File: config.mk
export PLATFORM = sky130hd
export DESIGN_NAME = bip_uart_debug_unit
export DESIGN_NICKNAME = d
export VERILOG_FILES = /design/src/rtl/bip_dbg_pkg.sv /design/src/rtl/bip_dbg_frame_mux.sv /design/src/rtl/bip_uart_debug_unit.sv
export SDC_FILE = /design/constraint.sdc
export NUM_CORES = 1
export LEC_CHECK = 0
export ABC_AREA = 1
export CAP_MARGIN = 25
export CELL_PAD_IN_SITES_DETAIL_PLACEMENT = 1
export CELL_PAD_IN_SITES_GLOBAL_PLACEMENT = 1
export CORE_AREA = 3 3 133 110
export CTS_BUF_LIST = sky130_fd_sc_hd__clkbuf_8
export CTS_CLUSTER_SIZE = 14
export DETAILED_ROUTE_END_ITERATION = 16
export DIE_AREA = 0 0 136 113
export PLACE_DENSITY = 0.82
export SETUP_SLACK_MARGIN = 0.3
export SLEW_MARGIN = 20
export SYNTH_ARGS = -nofsm -noshare
export SYNTH_HDL_FRONTEND = slang
export SYNTH_SLANG_ARGS = --single-unit
export TNS_END_PERCENT = 10
File: constraint.sdc
create_clock -name i_clk -period 3.3 [get_ports i_clk]
set_input_delay 0.495 -clock i_clk [delete_from_list [all_inputs] [get_ports i_clk]]
set_output_delay 0.495 -clock i_clk [all_outputs]
set_load 0.005 [all_outputs]
File: src/rtl/bip_dbg_pkg.sv
// Shared constants for the BIP UART debug unit: command bytes, FSM states,
// status bit positions and the word-to-byte sizing helper.
package bip_dbg_pkg;

  localparam logic [7:0] CMD_RUN  = 8'h52;
  localparam logic [7:0] CMD_STEP = 8'h53;
  localparam logic [7:0] CMD_DUMP = 8'h44;
  localparam logic [7:0] CMD_HALT = 8'h48;

  typedef enum logic [2:0] {
    ST_IDLE  = 3'd0,
    ST_STEP  = 3'd1,
    ST_RUN   = 3'd2,
    ST_LATCH = 3'd3,
    ST_SEND  = 3'd4,
    ST_WAIT  = 3'd5
  } state_t;

  localparam int STAT_HALT    = 0;
  localparam int STAT_TIMEOUT = 1;
  localparam int NB_STATUS    = 2;

  // Number of UART bytes needed to carry one debug word.
  function automatic int f_nbytes(input int nb_word, input int nb_byte);
    return (nb_word + nb_byte - 1) / nb_byte;
  endfunction

endpackage

File: src/rtl/bip_dbg_frame_mux.sv
// Combinational frame byte selector: byte 0 is the status byte, then each
// snapshot word most-significant byte first, zero-padded to whole bytes.
module bip_dbg_frame_mux
  import bip_dbg_pkg::*;
#(
  parameter int NB_WORD = 16,
  parameter int N_WORDS = 3,
  parameter int NB_BYTE = 8,
  parameter int NB_SEL  = 3
) (
  input  logic [NB_STATUS-1:0]       status,
  input  logic [N_WORDS*NB_WORD-1:0] snapshot,
  input  logic [NB_SEL-1:0]          sel,
  output logic [NB_BYTE-1:0]         frame_byte
);

  localparam int NB_BYTES  = f_nbytes(NB_WORD, NB_BYTE);
  localparam int FRAME_LEN = 1 + N_WORDS * NB_BYTES;

  logic [FRAME_LEN*NB_BYTE-1:0] frame;

  assign frame[NB_BYTE-1:0] = NB_BYTE'(status);

  for (genvar w = 0; w < N_WORDS; w++) begin : g_word
    logic [NB_BYTES*NB_BYTE-1:0] padded;

    always_comb begin
      padded = '0;
      padded[NB_WORD-1:0] = snapshot[w*NB_WORD +: NB_WORD];
    end

    // Byte b of a word counts from its most-significant end.
    for (genvar b = 0; b < NB_BYTES; b++) begin : g_byte
      assign frame[(1 + w*NB_BYTES + b)*NB_BYTE +: NB_BYTE] =
        padded[(NB_BYTES-1-b)*NB_BYTE +: NB_BYTE];
    end
  end

  always_comb begin
    frame_byte = '0;
    for (int j = 0; j < FRAME_LEN; j++) begin
      if (sel == NB_SEL'(j)) frame_byte = frame[j*NB_BYTE +: NB_BYTE];
    end
  end

endmodule

File: src/rtl/bip_uart_debug_unit.sv
// Debug bridge between the UART and the BIP: gates execution in run/step
// mode and streams a status byte plus a register snapshot back over the UART.
module bip_uart_debug_unit
  import bip_dbg_pkg::*;
#(
  parameter int NB_WORD     = 16,
  parameter int N_WORDS     = 3,
  parameter int NB_BYTE     = 8,
  parameter int NB_TIMEOUT  = 24,
  parameter int RUN_TIMEOUT = 2**24-1
) (
  input  logic                       i_clk,
  input  logic                       i_rst,
  input  logic [NB_BYTE-1:0]         i_rx_data,
  input  logic                       i_rx_done,
  input  logic                       i_tx_done,
  input  logic [N_WORDS*NB_WORD-1:0] i_snapshot,
  input  logic                       i_halt,
  output logic [NB_BYTE-1:0]         o_data,
  output logic                       o_tx_start,
  output logic                       o_valid,
  output logic                       o_busy,
  output logic                       o_cmd_err
);

  localparam int NB_BYTES  = f_nbytes(NB_WORD, NB_BYTE);
  localparam int FRAME_LEN = 1 + N_WORDS * NB_BYTES;
  localparam int NB_SEL    = $clog2(FRAME_LEN);
  localparam logic [NB_SEL-1:0]     LAST_BYTE    = NB_SEL'(FRAME_LEN - 1);
  localparam logic [NB_TIMEOUT-1:0] TIMEOUT_LAST = NB_TIMEOUT'(RUN_TIMEOUT - 1);

  state_t                     state, state_next;
  logic [NB_SEL-1:0]          byte_cnt, byte_cnt_next;
  logic [NB_TIMEOUT-1:0]      run_cnt, run_cnt_next;
  logic [N_WORDS*NB_WORD-1:0] snap_reg, snap_next;
  logic [NB_STATUS-1:0]       status, status_next;
  logic [NB_BYTE-1:0]         data_next, frame_byte;
  logic                       tx_start_next, valid_next, busy_next, cmd_err_next;
  logic                       is_break, timeout_hit;

  bip_dbg_frame_mux #(
    .NB_WORD(NB_WORD),
    .N_WORDS(N_WORDS),
    .NB_BYTE(NB_BYTE),
    .NB_SEL (NB_SEL)
  ) u_frame_mux (
    .status    (status),
    .snapshot  (snap_reg),
    .sel       (byte_cnt),
    .frame_byte(frame_byte)
  );

  assign is_break    = i_rx_done && (i_rx_data == NB_BYTE'(CMD_HALT));
  assign timeout_hit = (run_cnt == TIMEOUT_LAST);

  always_ff @(posedge i_clk or posedge i_rst) begin
    if (i_rst) begin
      state      <= ST_IDLE;
      byte_cnt   <= '0;
      run_cnt    <= '0;
      snap_reg   <= '0;
      status     <= '0;
      o_data     <= '0;
      o_tx_start <= 1'b0;
      o_valid    <= 1'b0;
      o_busy     <= 1'b0;
      o_cmd_err  <= 1'b0;
    end else begin
      state      <= state_next;
      byte_cnt   <= byte_cnt_next;
      run_cnt    <= run_cnt_next;
      snap_reg   <= snap_next;
      status     <= status_next;
      o_data     <= data_next;
      o_tx_start <= tx_start_next;
      o_valid    <= valid_next;
      o_busy     <= busy_next;
      o_cmd_err  <= cmd_err_next;
    end
  end

  always_comb begin
    state_next    = state;
    byte_cnt_next = byte_cnt;
    run_cnt_next  = run_cnt;
    snap_next     = snap_reg;
    status_next   = status;
    data_next     = o_data;
    tx_start_next = 1'b0;
    cmd_err_next  = 1'b0;

    unique case (state)
      ST_IDLE: begin
        if (i_rx_done) begin
          if (i_rx_data == NB_BYTE'(CMD_RUN)) begin
            state_next   = ST_RUN;
            run_cnt_next = '0;
          end else if (i_rx_data == NB_BYTE'(CMD_STEP)) begin
            state_next = ST_STEP;
          end else if (i_rx_data == NB_BYTE'(CMD_DUMP)) begin
            state_next = ST_LATCH;
          end else begin
            cmd_err_next = 1'b1;
          end
        end
      end
      ST_STEP: begin
        cmd_err_next = i_rx_done;
        state_next   = ST_LATCH;
      end
      ST_RUN: begin
        run_cnt_next = run_cnt + NB_TIMEOUT'(1);
        // A user break wins over halt/timeout and reports a clean status.
        if (is_break) begin
          status_next = '0;
          state_next  = ST_LATCH;
        end else begin
          cmd_err_next = i_rx_done;
          if (i_halt || timeout_hit) begin
            status_next[STAT_HALT]    = i_halt;
            status_next[STAT_TIMEOUT] = timeout_hit;
            state_next                = ST_LATCH;
          end
        end
      end
      ST_LATCH: begin
        cmd_err_next  = i_rx_done;
        snap_next     = i_snapshot;
        byte_cnt_next = '0;
        state_next    = ST_SEND;
      end
      ST_SEND: begin
        cmd_err_next  = i_rx_done;
        data_next     = frame_byte;
        tx_start_next = 1'b1;
        state_next    = ST_WAIT;
      end
      ST_WAIT: begin
        cmd_err_next = i_rx_done;
        if (i_tx_done) begin
          if (byte_cnt == LAST_BYTE) begin
            status_next  = '0;
            run_cnt_next = '0;
            state_next   = ST_IDLE;
          end else begin
            byte_cnt_next = byte_cnt + NB_SEL'(1);
            state_next    = ST_SEND;
          end
        end
      end
      default: state_next = ST_IDLE;
    endcase

    valid_next = (state_next == ST_STEP) || (state_next == ST_RUN);
    busy_next  = (state_next != ST_IDLE);
  end

endmodule

==> Yosys cells after proc, flatten, opt, wreduce, memory -nomap -nowiden <==
Cells that the tools add are included.
{ "op_classes": {"addsub": 2, "n_eq_ne": 24, "n_mux": 36, "reduce_logical": 13} }
{ "ops": {"columns": ["cell", "count"], "rows": [
  ["two-way mux 24 bit", 4],
  ["case mux 24 bit (3 select lines)", 1],
  ["two-way mux 8 bit", 6],
  ["== test 8 x 7 -> 1 bit (second input constant)", 4],
  ["two-way mux 3 bit", 10],
  ["adder 24 x 1 -> 24 bit (second input constant)", 1],
  ["== test 24 bit (second input constant)", 1],
  ["case mux 3 bit (6 select lines)", 1],
  ["== test 3 x 2 -> 1 bit (second input constant)", 5],
  ["== test 3 bit (second input constant)", 5],
  ["two-way mux 2 bit", 5],
  ["!= test 2 bit (second input constant)", 5],
  ["== test 3 x 1 -> 1 bit (second input constant)", 3],
  ["zero test 3 bit", 2],
  ["two-way mux 1 bit", 6],
  ["case mux 3 bit (2 select lines)", 1],
  ["nonzero test 3 bit", 2],
  ["AND reduction 5 bit", 1],
  ["case mux 2 bit (2 select lines)", 1],
  ["AND reduction 4 bit", 1],
  ["nonzero test 2 bit", 2],
  ["OR reduction 4 bit", 1],
  ["adder 3 x 1 -> 3 bit (second input constant)", 1],
  ["!= test 3 bit (second input constant)", 1],
  ["4 further kinds", 5]
]} }
{ "word_totals": {"regBits": 92, "inputBits": 61, "out_inout_bits": 12, "elab_cells": 85} }

==> Longest topological paths before layout <==
{ "logic_depth": {"word_depth": 8, "depth_mapped": 13, "depth_no_buf": 13} }

==> Cells and area by module <==
Synthesis repeated with hierarchy kept, for this count alone.
{ "hier_totals": {"hier_cells": 660, "area_unflattened_um2": 4834.6} }
{ "by_module_without_submodules": {"columns": ["mod", "instances", "cells_per_inst", "area_each_um2", "seq_area_each_um2"], "rows": [
  ["bip_uart_debug_unit", 1, 567, 4416.7, 2302.2],
  ["bip_dbg_frame_mux", 1, 93, 417.9, 0.0]
]} }

==> Worst setup path before layout <==
OpenSTA, ideal clock, no wires.
{ "synth_timing": {"kind": "reg-to-reg", "startpoint": "reg byte_cnt[0]", "endpoint": "reg o_data[2]", "setup_time_ns": 0.077, "arrival_time_ns": 1.561, "setup_slack_ns": 1.662, "path_stages_with_launch": 10, "path_buffers": 1, "period_less_slack_ns": 1.638, "path_cell_list": "dfrtp_1 > ha_1 > ha_1 > inv_1 > clkbuf_1 > or2_2 > nand3_1 > nand3_1 > nand3_1 > a21oi_1"} }
{ "synth_via": {"elab_chain_cells": 7} }
{ "synth_lines": {"columns": ["item", "line_no", "source"], "rows": [
  ["start, declared", "bip_uart_debug_unit.sv:33", "logic [NB_SEL-1:0] byte_cnt, byte_cnt_next;"],
  ["start signal, assigned", "bip_uart_debug_unit.sv:70", "byte_cnt <= byte_cnt_next;"],
  ["== test 3 x 1 -> 1 bit", "bip_dbg_frame_mux.sv:42", "if (sel == NB_SEL'(j)) frame_byte = frame[j*NB_BYTE +: NB_BYTE];"],
  ["two-way mux 8 bit (5 in a row)", "bip_dbg_frame_mux.sv:42", null],
  ["two-way mux 8 bit (*)", "bip_dbg_frame_mux.sv:42", null],
  ["end signal, assigned", "bip_uart_debug_unit.sv:74", "o_data <= data_next;"],
  ["end, declared", "bip_uart_debug_unit.sv:19", "output logic [NB_BYTE-1:0] o_data,"]
]} }
Every way passes the cells marked *; elsewhere a longest branch is shown, timed or not.
A chain may end at the register's enable or synchronous reset.

==> Worst setup path in the final report <==
{ "layout_timing": {"startpoint": "reg byte_cnt[0]", "endpoint": "reg run_cnt[4]"} }
{ "layout_via": {"elab_chain_cells": 3} }
{ "layout_lines": {"columns": ["item", "line_no", "source"], "rows": [
  ["== test 3 bit", "bip_uart_debug_unit.sv:141", "if (byte_cnt == LAST_BYTE) begin"],
  ["!= test 2 bit (no source line)", null, null],
  ["AND reduction 5 bit (no source line)", null, null],
  ["end signal, assigned", "bip_uart_debug_unit.sv:71", "run_cnt <= run_cnt_next;"],
  ["end, declared", "bip_uart_debug_unit.sv:34", "logic [NB_TIMEOUT-1:0] run_cnt, run_cnt_next;"]
]} }
No other way between the ends.

==> impl_results.html <==
<table>
<tr><th>Metric</th><th>Value</th></tr>
<tr><th colspan="2">Setup path</th></tr>
<tr><td>End of the worst register-to-register path</td><td>run_cnt[4]</td></tr>
<tr><td>Sort of element at the end of the critical path</td><td>register</td></tr>
<tr><td>Required time of the critical path</td><td>around 3.5 ns</td></tr>
<tr><td>Launching point of the worst reg2reg path</td><td>byte_cnt[0]</td></tr>
<tr><td>R2R setup slack</td><td>0.85 ns</td></tr>
<tr><td>Worst reg2reg path depth</td><td>9</td></tr>
<tr><td>Critical path peak fanout</td><td>13</td></tr>
<tr><td>Data arrival, critical path</td><td>about 2.7 ns</td></tr>
<tr><td>WS Path Type</td><td>reg2reg</td></tr>
<tr><td>Startpoint kind of the worst setup timing path</td><td>register</td></tr>
<tr><th colspan="2">Global route</th></tr>
<tr><td>Via count of the first global-routing pass</td><td>about 4800</td></tr>
<tr><td>Antenna violations before repair</td><td>0</td></tr>
<tr><td>Tot GR Track Use</td><td>18.26%</td></tr>
<tr><td>Largest net degree at the start of global routing</td><td>58</td></tr>
<tr><td>Remaining Overflow, GRT</td><td>0</td></tr>
<tr><td>First-pass GRT wire length</td><td>around 23 mm</td></tr>
<tr><th colspan="2">Finish</th></tr>
<tr><td>NumNets Final</td><td>800</td></tr>
<tr><td>Largest register FFs</td><td>between 40 and 50</td></tr>
<tr><td>Share of final-layout standard cells stronger than drive strength 1</td><td>about 6.1%</td></tr>
<tr><td>Number of non-filler instances in the completed layout</td><td>between 900 and 1000</td></tr>
<tr><td>Layout overhead on the synthesized area</td><td>21.75%</td></tr>
<tr><td>Antenna fix cells</td><td>0</td></tr>
<tr><th colspan="2">Drt</th></tr>
<tr><td>Post-detailed-route wirelength per cell</td><td>14.59 um</td></tr>
<tr><td>DR vias</td><td>approximately 4500</td></tr>
<tr><td>Initial DRC count</td><td>219</td></tr>
<tr><td>Avg Vias per Cell</td><td>4.886</td></tr>
<tr><td>Post-route ant nets</td><td>0</td></tr>
<tr><td>Total DRC errors in the routed layout</td><td>0</td></tr>
<tr><td>Aggregate routed wire length</td><td>between 10 and 15 mm</td></tr>
<tr><td>DR pass1 iterations</td><td>4</td></tr>
<tr><th colspan="2">Synthesis</th></tr>
<tr><td>Count of state elements after synthesis</td><td>92</td></tr>
<tr><td>Post-synthesis cell type with the largest combined area</td><td>sky130_fd_sc_hd__dfrtp_1</td></tr>
<tr><td>Share of the yosys chip area belonging to registers</td><td>between 40 and 50%</td></tr>
<tr><td>Post-synth net total</td><td>approximately 730</td></tr>
<tr><td>Mean Syn Cell Area</td><td>approximately 7.4 um^2</td></tr>
<tr><td>Top cells by count, synth</td><td>sky130_fd_sc_hd__nand2_1, sky130_fd_sc_hd__dfrtp_1, sky130_fd_sc_hd__inv_1, sky130_fd_sc_hd__nand3_1, sky130_fd_sc_hd__nor2_1</td></tr>
<tr><td>Synth Cell Area</td><td>4912 um^2</td></tr>
<tr><td>Count of unique library cells instantiated by Yosys</td><td>30</td></tr>
<tr><td>Fraction of registers with async set/reset</td><td>100.0%</td></tr>
<tr><td>Most instantiated library cell after synthesis</td><td>sky130_fd_sc_hd__nand2_1</td></tr>
<tr><td>Top cells by area in the synthesized netlist</td><td>sky130_fd_sc_hd__dfrtp_1, sky130_fd_sc_hd__nand2_1, sky130_fd_sc_hd__nand3_1</td></tr>
<tr><td>Area fraction of the dominant cell type after synthesis</td><td>46.87%</td></tr>
<tr><td>Cells after Synth</td><td>between 600 and 700</td></tr>
<tr><td>EDFF count, synth</td><td>0</td></tr>
<tr><td>Synth warnings</td><td>0</td></tr>
<tr><td>Flip-flop cell with the highest count after synthesis</td><td>sky130_fd_sc_hd__dfrtp_1</td></tr>
<tr><th colspan="2">STA</th></tr>
<tr><td>Final hold violation count</td><td>0</td></tr>
<tr><td>Fin crit period</td><td>2.449 ns</td></tr>
<tr><td>Setup repair after global routing missed its margin</td><td>no</td></tr>
<tr><td>Peak clock frequency supported by timing</td><td>about 0.41 GHz</td></tr>
<tr><td>Final Slew Violations</td><td>0</td></tr>
<tr><td>Slew at the pin closest to its max-slew limit</td><td>between 0.6 and 0.7 ns</td></tr>
<tr><td>Setup violations, final</td><td>0</td></tr>
<tr><td>Setup_tns</td><td>0 ns</td></tr>
<tr><td>Clk_skew</td><td>approximately 0.015 ns</td></tr>
<tr><td>Max transition margin</td><td>between 50% and 60%</td></tr>
<tr><td>Final Cycle Share</td><td>74.22%</td></tr>
<tr><th colspan="2">Die</th></tr>
<tr><td>I/O pins</td><td>between 70 and 80</td></tr>
<tr><td>Die boundary width</td><td>136 um</td></tr>
<tr><td>Starting Density</td><td>a little over a third</td></tr>
<tr><td>Die height</td><td>approximately 110 um</td></tr>
<tr><td>Total core area</td><td>~13000 um^2</td></tr>
<tr><td>Placement Rows</td><td>38</td></tr>
<tr><td>DIE AREA</td><td>about 15000 um^2</td></tr>
<tr><th colspan="2">Clocking</th></tr>
<tr><td>Number of buffers inserted to repair setup after CTS</td><td>0</td></tr>
<tr><td>Post-cts sizing count</td><td>0</td></tr>
<tr><td>CTS tree</td><td>yes</td></tr>
<tr><td>Clock latency at the later pin of the worst-skew pair</td><td>between 0.3 and 0.4 ns</td></tr>
<tr><td>Worst-case clock buffer depth</td><td>2</td></tr>
<tr><td>CTS hold repair buffers</td><td>0</td></tr>
<tr><td>Total clock buffers created by CTS</td><td>9</td></tr>
<tr><td>CTS sink count</td><td>approximately 90</td></tr>
<tr><td>Clock-pin slew on the worst setup and hold paths</td><td>approximately 0.09 ns</td></tr>
<tr><td>CTS root buf</td><td>sky130_fd_sc_hd__clkbuf_8</td></tr>
<tr><td>H-tree levels</td><td>3</td></tr>
<tr><th colspan="2">Run</th></tr>
<tr><td>Number of maximum-capacitance constraint violations</td><td>0</td></tr>
<tr><th colspan="2">Power and ir drop</th></tr>
<tr><td>Power per standard cell area</td><td>757.7 nW/um^2</td></tr>
<tr><td>Part of the power in the clock network</td><td>~16%</td></tr>
<tr><td>Combinational fraction of design power</td><td>between 30% and 40%</td></tr>
<tr><td>Worst IR drop on VDD</td><td>a little under 0.3 mV</td></tr>
<tr><td>Switching part of the total</td><td>41.33%</td></tr>
<tr><td>Sequential cell fraction of total power</td><td>approximately 45%</td></tr>
<tr><td>Design internal power</td><td>~0.0027 W</td></tr>
<tr><td>Reported leakage power</td><td>about 2.9 nW</td></tr>
<tr><td>Net Sw Power</td><td>~0.0019 W</td></tr>
<tr><th colspan="2">Place</th></tr>
<tr><td>Placer congestion estimate</td><td>about 0.88</td></tr>
<tr><td>Quantity of I/O buffers inserted on ports</td><td>between 70 and 80</td></tr>
<tr><td>Placed Cells incl. Taps</td><td>around 900</td></tr>
<tr><td>HPWL Detailed</td><td>10.15 mm</td></tr>
<tr><th colspan="2">Min path</th></tr>
<tr><td>Hold Startpoint</td><td>snap_reg[1]</td></tr>
<tr><td>Worst hold path type</td><td>reg2reg</td></tr>
<tr><td>Worst hold stages</td><td>2</td></tr>
<tr><td>Hold Path End</td><td>snap_reg[1]</td></tr>
<tr><th colspan="2">Status</th></tr>
<tr><td>Status</td><td>finished clean</td></tr>
</table>
==> cell usage in the layout, fill, tap and decap left out, types with 4 or more instances in the layout <==
master	netlist	layout
sky130_fd_sc_hd__or2_2	9	9
sky130_fd_sc_hd__inv_2	5	6
sky130_fd_sc_hd__nand2_1	252	252
sky130_fd_sc_hd__nor2_1	50	49
sky130_fd_sc_hd__clkdlybuf4s50_1	0	72
sky130_fd_sc_hd__nor3_1	5	5
sky130_fd_sc_hd__o21ai_0	27	27
sky130_fd_sc_hd__nand3_1	68	68
sky130_fd_sc_hd__clkbuf_8	0	9
sky130_fd_sc_hd__dfrtp_1	92	92
sky130_fd_sc_hd__nand2_2	4	4
sky130_fd_sc_hd__o22ai_1	7	7
sky130_fd_sc_hd__xor2_1	17	17
sky130_fd_sc_hd__nand4_1	5	5
sky130_fd_sc_hd__ha_1	7	7
sky130_fd_sc_hd__a21oi_1	17	17
sky130_fd_sc_hd__inv_1	68	68
==> worst max path at each step <==
stage,start,to,slack [ns],depth (start not counted)
finish,byte_cnt[0],run_cnt[4],0.85,9
detailed placement,byte_cnt[0],run_cnt[4],0.89,9
global placement,i_rx_data[6],run_cnt[2],0.97,8
floorplan,i_rst,byte_cnt[0],0.41,1
CTS,byte_cnt[0],run_cnt[4],0.85,9
global route,byte_cnt[0],run_cnt[4],0.66,9
==> area by class of cell <==
| cell class | instances | area (um^2) |
|---|---|---|
| clock buffers | 9 | 123.9 |
| clock inverters | 6 | 58.81 |
| fillers | 1669 | 7427 |
| inverters | 73 | 275.3 |
| multi-input cells | 482 | 2247 |
| flip-flops and latches | 92 | 2302 |
| well taps | 180 | 225.2 |
| repair buffers | 74 | 748.2 |
==> through the flow <==
step / hold slack [ns] / util, % / setup slack (ns) / cell area (um^2) / total power, W
after floorplan: 0.4345 / - / 0.4130 / 4912 / 0.003197
after global routing: 0.5062 / 44.61 / 0.6646 / 5981 / 0.004944
final: 0.4735 / 44.61 / 0.8508 / 5981 / 0.004532
after detailed placement: 0.4582 / 43.24 / 0.8850 / 5798 / 0.003825
after global placement: 0.4530 / 43.24 / 0.9736 / 5798 / 0.003698
after CTS: 0.4790 / 44.61 / 0.8542 / 5981 / 0.004572
==> cell families after synthesis <==
logic type / Yosys count / synth area share [%]
XOR/XNOR: 18 / 3.209
adder cells (fa/ha/maj): 7 / 1.783
flip-flops: 92 / 46.87
AO/OA/AOI/OAI: 56 / 6.266
AND/OR/NAND/NOR: 401 / 34.34
buffers and inverters: 91 / 7.540
==> layer usage <==
metal	wire, um	GRT usage, %	vias to the layer above
met5	0	0	-
met4	114	4.030	0
met3	619	4.844	9
met2	6113	29.03	80
met1	6518	25.17	2172
li1	-	-	2215
==> critical path: stages (launching register included) <==
cell and delay (ns):
sky130_fd_sc_hd__dfrtp_1 0.42, sky130_fd_sc_hd__inv_1 0.14, sky130_fd_sc_hd__ha_1 0.23, sky130_fd_sc_hd__nand2_1 0.28, sky130_fd_sc_hd__inv_2 0.23, sky130_fd_sc_hd__a21oi_2 0.09
sky130_fd_sc_hd__inv_2 0.09, sky130_fd_sc_hd__nand4_2 0.36, sky130_fd_sc_hd__inv_2 0.35, sky130_fd_sc_hd__o22ai_1 0.12
==> power by group through the flow <==
stage	sequential (W)	clock [W]	combinational [W]
finish	0.00206	0.000738	0.00174
global route	0.00213	0.000803	0.00201
CTS	0.00205	0.000751	0.00177
detailed placement	0.00207	0	0.00176
global placement	0.00204	0	0.00165
floorplan	0.00195	0	0.00125
(Power assumes the default switching activity.)
